**src/rtl/vip_rgb2ycbcr_cfg.sv**
```systemverilog
// RGB -> YCbCr 4:4:4 converter with four run-time coefficient sets, latched on vsync rise.
// Three-stage pipeline: unsigned products, signed rounded sums, shift/clamp to output.
module vip_rgb2ycbcr_cfg #(
    parameter int DW = 8
) (
    input  logic          clk,
    input  logic          rst_n,
    input  logic [1:0]    cfg_mode,
    input  logic          per_frame_vsync,
    input  logic          per_frame_href,
    input  logic          per_frame_clken,
    input  logic [DW-1:0] per_img_red,
    input  logic [DW-1:0] per_img_green,
    input  logic [DW-1:0] per_img_blue,
    output logic          post_frame_vsync,
    output logic          post_frame_href,
    output logic          post_frame_clken,
    output logic [DW-1:0] post_img_Y,
    output logic [DW-1:0] post_img_Cb,
    output logic [DW-1:0] post_img_Cr,
    output logic [1:0]    cur_mode
);
    localparam int FRAC = 8;
    localparam int PW   = DW + 8;
    localparam int SW   = DW + 11;

    localparam logic signed [SW-1:0] RND     = SW'(1 << (FRAC - 1));
    localparam logic signed [SW-1:0] C_OFF   = SW'(128 << DW);
    localparam logic signed [SW-1:0] Y_OFF_L = SW'(16 << DW);
    localparam logic signed [SW-1:0] MAXV    = SW'((1 << DW) - 1);

    // Coefficient magnitudes; signs are identical in every set (Y +++, Cb --+, Cr +--).
    typedef struct packed {
        logic [7:0] yr, yg, yb;
        logic [7:0] br, bg, bb;
        logic [7:0] rr, rg, rb;
        logic       lim;
    } coef_t;

    function automatic coef_t coef_set(input logic [1:0] m);
        case (m)
            2'd0:    return '{8'd77, 8'd150, 8'd29, 8'd43, 8'd85, 8'd128, 8'd128, 8'd107, 8'd21, 1'b0};
            2'd1:    return '{8'd66, 8'd129, 8'd25, 8'd38, 8'd74, 8'd112, 8'd112, 8'd94,  8'd18, 1'b1};
            2'd2:    return '{8'd54, 8'd183, 8'd19, 8'd29, 8'd99, 8'd128, 8'd128, 8'd116, 8'd12, 1'b0};
            default: return '{8'd47, 8'd157, 8'd16, 8'd26, 8'd87, 8'd112, 8'd112, 8'd102, 8'd10, 1'b1};
        endcase
    endfunction

    function automatic logic signed [SW-1:0] ext(input logic [PW-1:0] v);
        return $signed({3'b000, v});
    endfunction

    function automatic logic [DW-1:0] sat(input logic signed [SW-1:0] s);
        logic signed [SW-1:0] q;
        q = s >>> FRAC;
        if (q < 0)         return '0;
        else if (q > MAXV) return '1;
        else               return q[DW-1:0];
    endfunction

    coef_t c;
    assign c = coef_set(cur_mode);

    logic             vsync_d;
    logic [2:0]       vs_r, hr_r, ck_r;
    logic [PW-1:0]    prod [9];
    logic             s1_lim;
    logic signed [SW-1:0] sum_y, sum_cb, sum_cr;

    // NOTE: every register here uses <= so all stages sample the pre-edge values of their
    // predecessors; blocking assignments would collapse the pipeline into fewer stages.
    always_ff @(posedge clk) begin
        // NOTE: reset is sampled on the clock edge and clears the product array too, so
        // in-flight pixels from before the reset can never reach the outputs.
        if (!rst_n) begin
            vsync_d     <= 1'b0;
            cur_mode    <= 2'd0;
            vs_r        <= '0;
            hr_r        <= '0;
            ck_r        <= '0;
            for (int i = 0; i < 9; i++) prod[i] <= '0;
            s1_lim      <= 1'b0;
            sum_y       <= '0;
            sum_cb      <= '0;
            sum_cr      <= '0;
            post_img_Y  <= '0;
            post_img_Cb <= '0;
            post_img_Cr <= '0;
        end else begin
            vsync_d <= per_frame_vsync;
            if (per_frame_vsync && !vsync_d) cur_mode <= cfg_mode;

            vs_r <= {vs_r[1:0], per_frame_vsync};
            hr_r <= {hr_r[1:0], per_frame_href};
            ck_r <= {ck_r[1:0], per_frame_clken};

            if (per_frame_clken) begin
                prod[0] <= PW'(per_img_red)   * PW'(c.yr);
                prod[1] <= PW'(per_img_green) * PW'(c.yg);
                prod[2] <= PW'(per_img_blue)  * PW'(c.yb);
                prod[3] <= PW'(per_img_red)   * PW'(c.br);
                prod[4] <= PW'(per_img_green) * PW'(c.bg);
                prod[5] <= PW'(per_img_blue)  * PW'(c.bb);
                prod[6] <= PW'(per_img_red)   * PW'(c.rr);
                prod[7] <= PW'(per_img_green) * PW'(c.rg);
                prod[8] <= PW'(per_img_blue)  * PW'(c.rb);
                s1_lim  <= c.lim;
            end

            if (ck_r[0]) begin
                sum_y  <= ext(prod[0]) + ext(prod[1]) + ext(prod[2])
                          + (s1_lim ? Y_OFF_L : '0) + RND;
                sum_cb <= ext(prod[5]) - ext(prod[3]) - ext(prod[4]) + C_OFF + RND;
                sum_cr <= ext(prod[6]) - ext(prod[7]) - ext(prod[8]) + C_OFF + RND;
            end

            if (ck_r[1]) begin
                post_img_Y  <= sat(sum_y);
                post_img_Cb <= sat(sum_cb);
                post_img_Cr <= sat(sum_cr);
            end
        end
    end

    assign post_frame_vsync = vs_r[2];
    assign post_frame_href  = hr_r[2];
    assign post_frame_clken = ck_r[2];

endmodule

```
**config.mk**
```make
export PLATFORM = sky130hd
export DESIGN_NAME = vip_rgb2ycbcr_cfg
export DESIGN_NICKNAME = d
export VERILOG_FILES = /design/src/rtl/vip_rgb2ycbcr_cfg.sv
export SDC_FILE = /design/constraint.sdc
export NUM_CORES = 1
export LEC_CHECK = 0
export CORE_MARGIN = 4
export CORE_UTILIZATION = 50
export DETAILED_ROUTE_END_ITERATION = 10
export PLACE_DENSITY = 0.7
export SYNTH_ARGS = -nofsm -noshare
export SYNTH_HDL_FRONTEND = slang
export SYNTH_SLANG_ARGS = --single-unit
```
**constraint.sdc**
```tcl
create_clock -name clk -period 5.2 [get_ports clk]
set_input_delay 0.52 -clock clk [delete_from_list [all_inputs] [get_ports clk]]
set_output_delay 0.52 -clock clk [all_outputs]
set_load 0.01 [all_outputs]
```
==> impl_metrics.env <==
export IMPL_port_buffers=59
export IMPL_numCtsBuffers=17
export IMPL_final_util=0.570
export IMPL_crit_required_ns=5.37
export IMPL_grtUsageTotal=0.233
export IMPL_first_iter_violations=1001
export IMPL_grt_pass1_wl_um=94000
export IMPL_setup_viol=0
export IMPL_slowest_delay_ns=0.53
export IMPL_drt_first_pass_iters=5
export IMPL_num_antenna_cells=0
export IMPL_grt_max_degree=66
export IMPL_postCtsHoldBufs=0
export IMPL_ioPinCount=60
export IMPL_ys_seq_area_frac=0.225
export IMPL_powerDensity_nw_per_um2=441
export IMPL_finalSetupTns_ns=0
export IMPL_root_buffer="clkbuf_16"
export IMPL_cpMaxStageDelayCell="fa_1"
export IMPL_dp_slack_ns=-0.249
export IMPL_clk_path_buf_depth=2
export IMPL_dr_total_vias=17300
export IMPL_final_cell_mix="inv_1, ha_1, fa_1"
export IMPL_final_seq_area_sq_um=5300
export IMPL_instances_no_fill=3266
export IMPL_cts_sinks=199
export IMPL_ys_seq_elements=199
export IMPL_drt_wirelength_per_cell_um=17.6
export IMPL_fin_crit_sh=0.969
export IMPL_async_reset_ff_frac=0
export IMPL_p_leak_nw=13.7
export IMPL_core_area_sq_um=46600
export IMPL_clock_latency_ns=0.44
export IMPL_syn_inst=2486
export IMPL_design_area_sq_um=26500
export IMPL_drive_gt1_frac=0.0967
export IMPL_fillCellCount=4076
export IMPL_postPlaceCellArea_sq_um=25800
export IMPL_r2r_start="cur_mode[1]$_SDFFE_PN0P_"
export IMPL_multi_input_area_sq_um=16300
export IMPL_hp_class="flop to flop"
export IMPL_path_cells="inv_2 -> buf_4 -> ha_1 -> or2_4 -> buf_4 -> nand2_1 -> inv_1 -> fa_1 -> inv_1 -> fa_1 -> inv_1 -> ha_1 -> ha_1 -> ha_1 -> fa_1 -> a21o_1 -> a21o_1 -> a21o_1 -> a21oi_1 -> xor2_1 -> nor2_1"
export IMPL_synth_warnings=0
export IMPL_maxSlewViolCount=0
export IMPL_clock_skew_ns=0.0151
export IMPL_startpoint="cur_mode[1]$_SDFFE_PN0P_"
export IMPL_cts_clk_slew_worst_paths_ns=0.07
export IMPL_r2r_end="prod[0][94]$_SDFFCE_PN0P_"
export IMPL_start_util=0.506
export IMPL_max_cap_violations=0
export IMPL_end_kind="flop"
export IMPL_cts_tree="done"
export IMPL_slew_headroom=0.152
export IMPL_antenna_found_initial=0
export IMPL_synth_area_per_cell_sq_um=9.47
export IMPL_die_h_um=225
export IMPL_dieArea_sq_um=50600
export IMPL_ir_drop_uv=335
export IMPL_syn2layout_area_growth_pct=12.7
export IMPL_gr_total_overflow=0
export IMPL_max_clock_freq_ghz=0.198
export IMPL_whs_ns=0.437
export IMPL_worstSetupPathType="flop to flop"
export IMPL_nets=3320
export IMPL_vias_per_cell=5.28
export IMPL_wirelength_um=57600
export IMPL_die_x_um=225
export IMPL_cp_depth=21
export IMPL_remaining_drc_errors=0
export IMPL_grt_pass1_vias=17900
export IMPL_worst_r2r_setup_slack_ns=0.16
export IMPL_worst_pin_slew_ns=1.27
export IMPL_syn_area_sq_um=23500
export IMPL_hold_violations=0
export IMPL_htreeDepth=4
export IMPL_finalPower_mw=11.7
export IMPL_synth_edff_count=131
export IMPL_fin_ws_ns=0.159
export IMPL_cp_start_kind="flop"
export IMPL_crit_fanout=5
export IMPL_period_minus_slack_ns=5.04
export IMPL_yosysUniqueCellTypes=71
export IMPL_reg2reg_depth=21
export IMPL_ant_nets=0
export IMPL_crit_path_frequent_cell="ha_1"
export IMPL_arrival_ns=5.22
export IMPL_critPathCapture="prod[0][94]$_SDFFCE_PN0P_"
export IMPL_final_common_cell="inv_1"
export IMPL_place_inst=3233
export IMPL_rows=79
export IMPL_crit_family="adder cells"
export IMPL_gp_congestion=0.919
export IMPL_ys_flop_type="edfxtp_1"
export IMPL_hpwl_um=48300
export IMPL_crit_buf_inv=6
export IMPL_status="finished clean"
-- registers in the layout, indices dropped and copies added, names as in the netlist --
name / flops
prod: 131
sum_cb: 11
sum_cr: 11
sum_y: 10
post_img_Cb: 8
post_img_Cr: 8
post_img_Y: 8
ck_r: 3
hr_r: 3
vs_r: 3
cur_mode: 2
s1_lim: 1
-- cell type report --
| type | count | share of cell area |
|---|---|---|
| repair buffers | 221 | 0.0691 |
| clock inverters | 9 | 0.00311 |
| well taps | 607 | 0.0286 |
| inverters | 467 | 0.0661 |
| flip-flops and latches | 199 | 0.200 |
| clock buffers | 22 | 0.0175 |
| multi-input cells | 1741 | 0.616 |
-- cells by family after synthesis --
family,count (synthesis),synth area share
AOI/OAI and AO/OA,313,0.0863
xor gates and xnor gates,112,0.0417
adders and majority gates,642,0.408
buffers and inverters,547,0.0874
DFF,199,0.225
muxes,26,0.0111
other,1,0.000159
and+or+nand+nor,646,0.140
-- worst register-to-register path, delay by kind of cell (launching register included) --
| kind | cells | cell delay [ns] |
|---|---|---|
| AOI/OAI and AO/OA | 4 | 0.74 |
| buffers and inverters | 6 | 0.58 |
| adders and majority gates | 7 | 2.47 |
| and+or+nand+nor | 3 | 0.46 |
| xor gates and xnor gates | 1 | 0.16 |
| DFF | 1 | 0.38 |
-- per-layer routing --
| metal | track usage | vias to the layer above | wire [um] |
|---|---|---|---|
| met1 | 0.319 | 8414 | 26500 |
| met3 | 0.0300 | 93 | 2230 |
| met2 | 0.391 | 364 | 27100 |
| li1 | - | 8388 | - |
| met5 | 0 | - | 0 |
| met4 | 0.0670 | 0 | 1760 |
-- cell usage after synthesis, drive strengths merged (11+ instances only) --
library cell  count  area [sq um]
or2              11          68.8
nand3            16          80.1
and3             37           231
a211oi           11          82.6
and2             89           557
a21oi            91           459
nor2            194           733
dfxtp            68          1360
xnor2            62           543
inv             467          1750
xor2             50           438
nand2b           40           250
a21o             57           428
mux2i            26           260
edfxtp          131          3930
clkbuf           78           294
nor2b           107           669
nor3             30           150
o21a             18           135
ha              432          5410
o21ai            67           335
nand2            97           367
fa              210          4200
-- worst min-delay path by stage --
stage,from,endpoint,slack (ns),depth (start not counted)
final,hr_r[1]$_SDFF_PN0_,hr_r[2]$_SDFF_PN0_,0.44,1
after detailed placement,hr_r[0]$_SDFF_PN0_,hr_r[1]$_SDFF_PN0_,0.43,1
after global routing,vs_r[1]$_SDFF_PN0_,vs_r[2]$_SDFF_PN0_,0.46,1
after CTS,vs_r[1]$_SDFF_PN0_,vs_r[2]$_SDFF_PN0_,0.44,1
after global placement,hr_r[1]$_SDFF_PN0_,hr_r[2]$_SDFF_PN0_,0.41,1
after floorplan,hr_r[0]$_SDFF_PN0_,hr_r[1]$_SDFF_PN0_,0.41,1
-- power by group --
| group | switching [mW] | internal, mW | total (mW) |
|---|---|---|---|
| logic | 4.55 | 3.65 | 8.20 |
| registers | 0.177 | 2.05 | 2.22 |
| clock network | 0.608 | 0.668 | 1.28 |
-- repair_timing --
action	4_1_cts	5_1_grt
buffers inserted	0	2
resized for setup	0	41
setup endpoints to repair	0	30
Power figures use the tool's default switching activity.
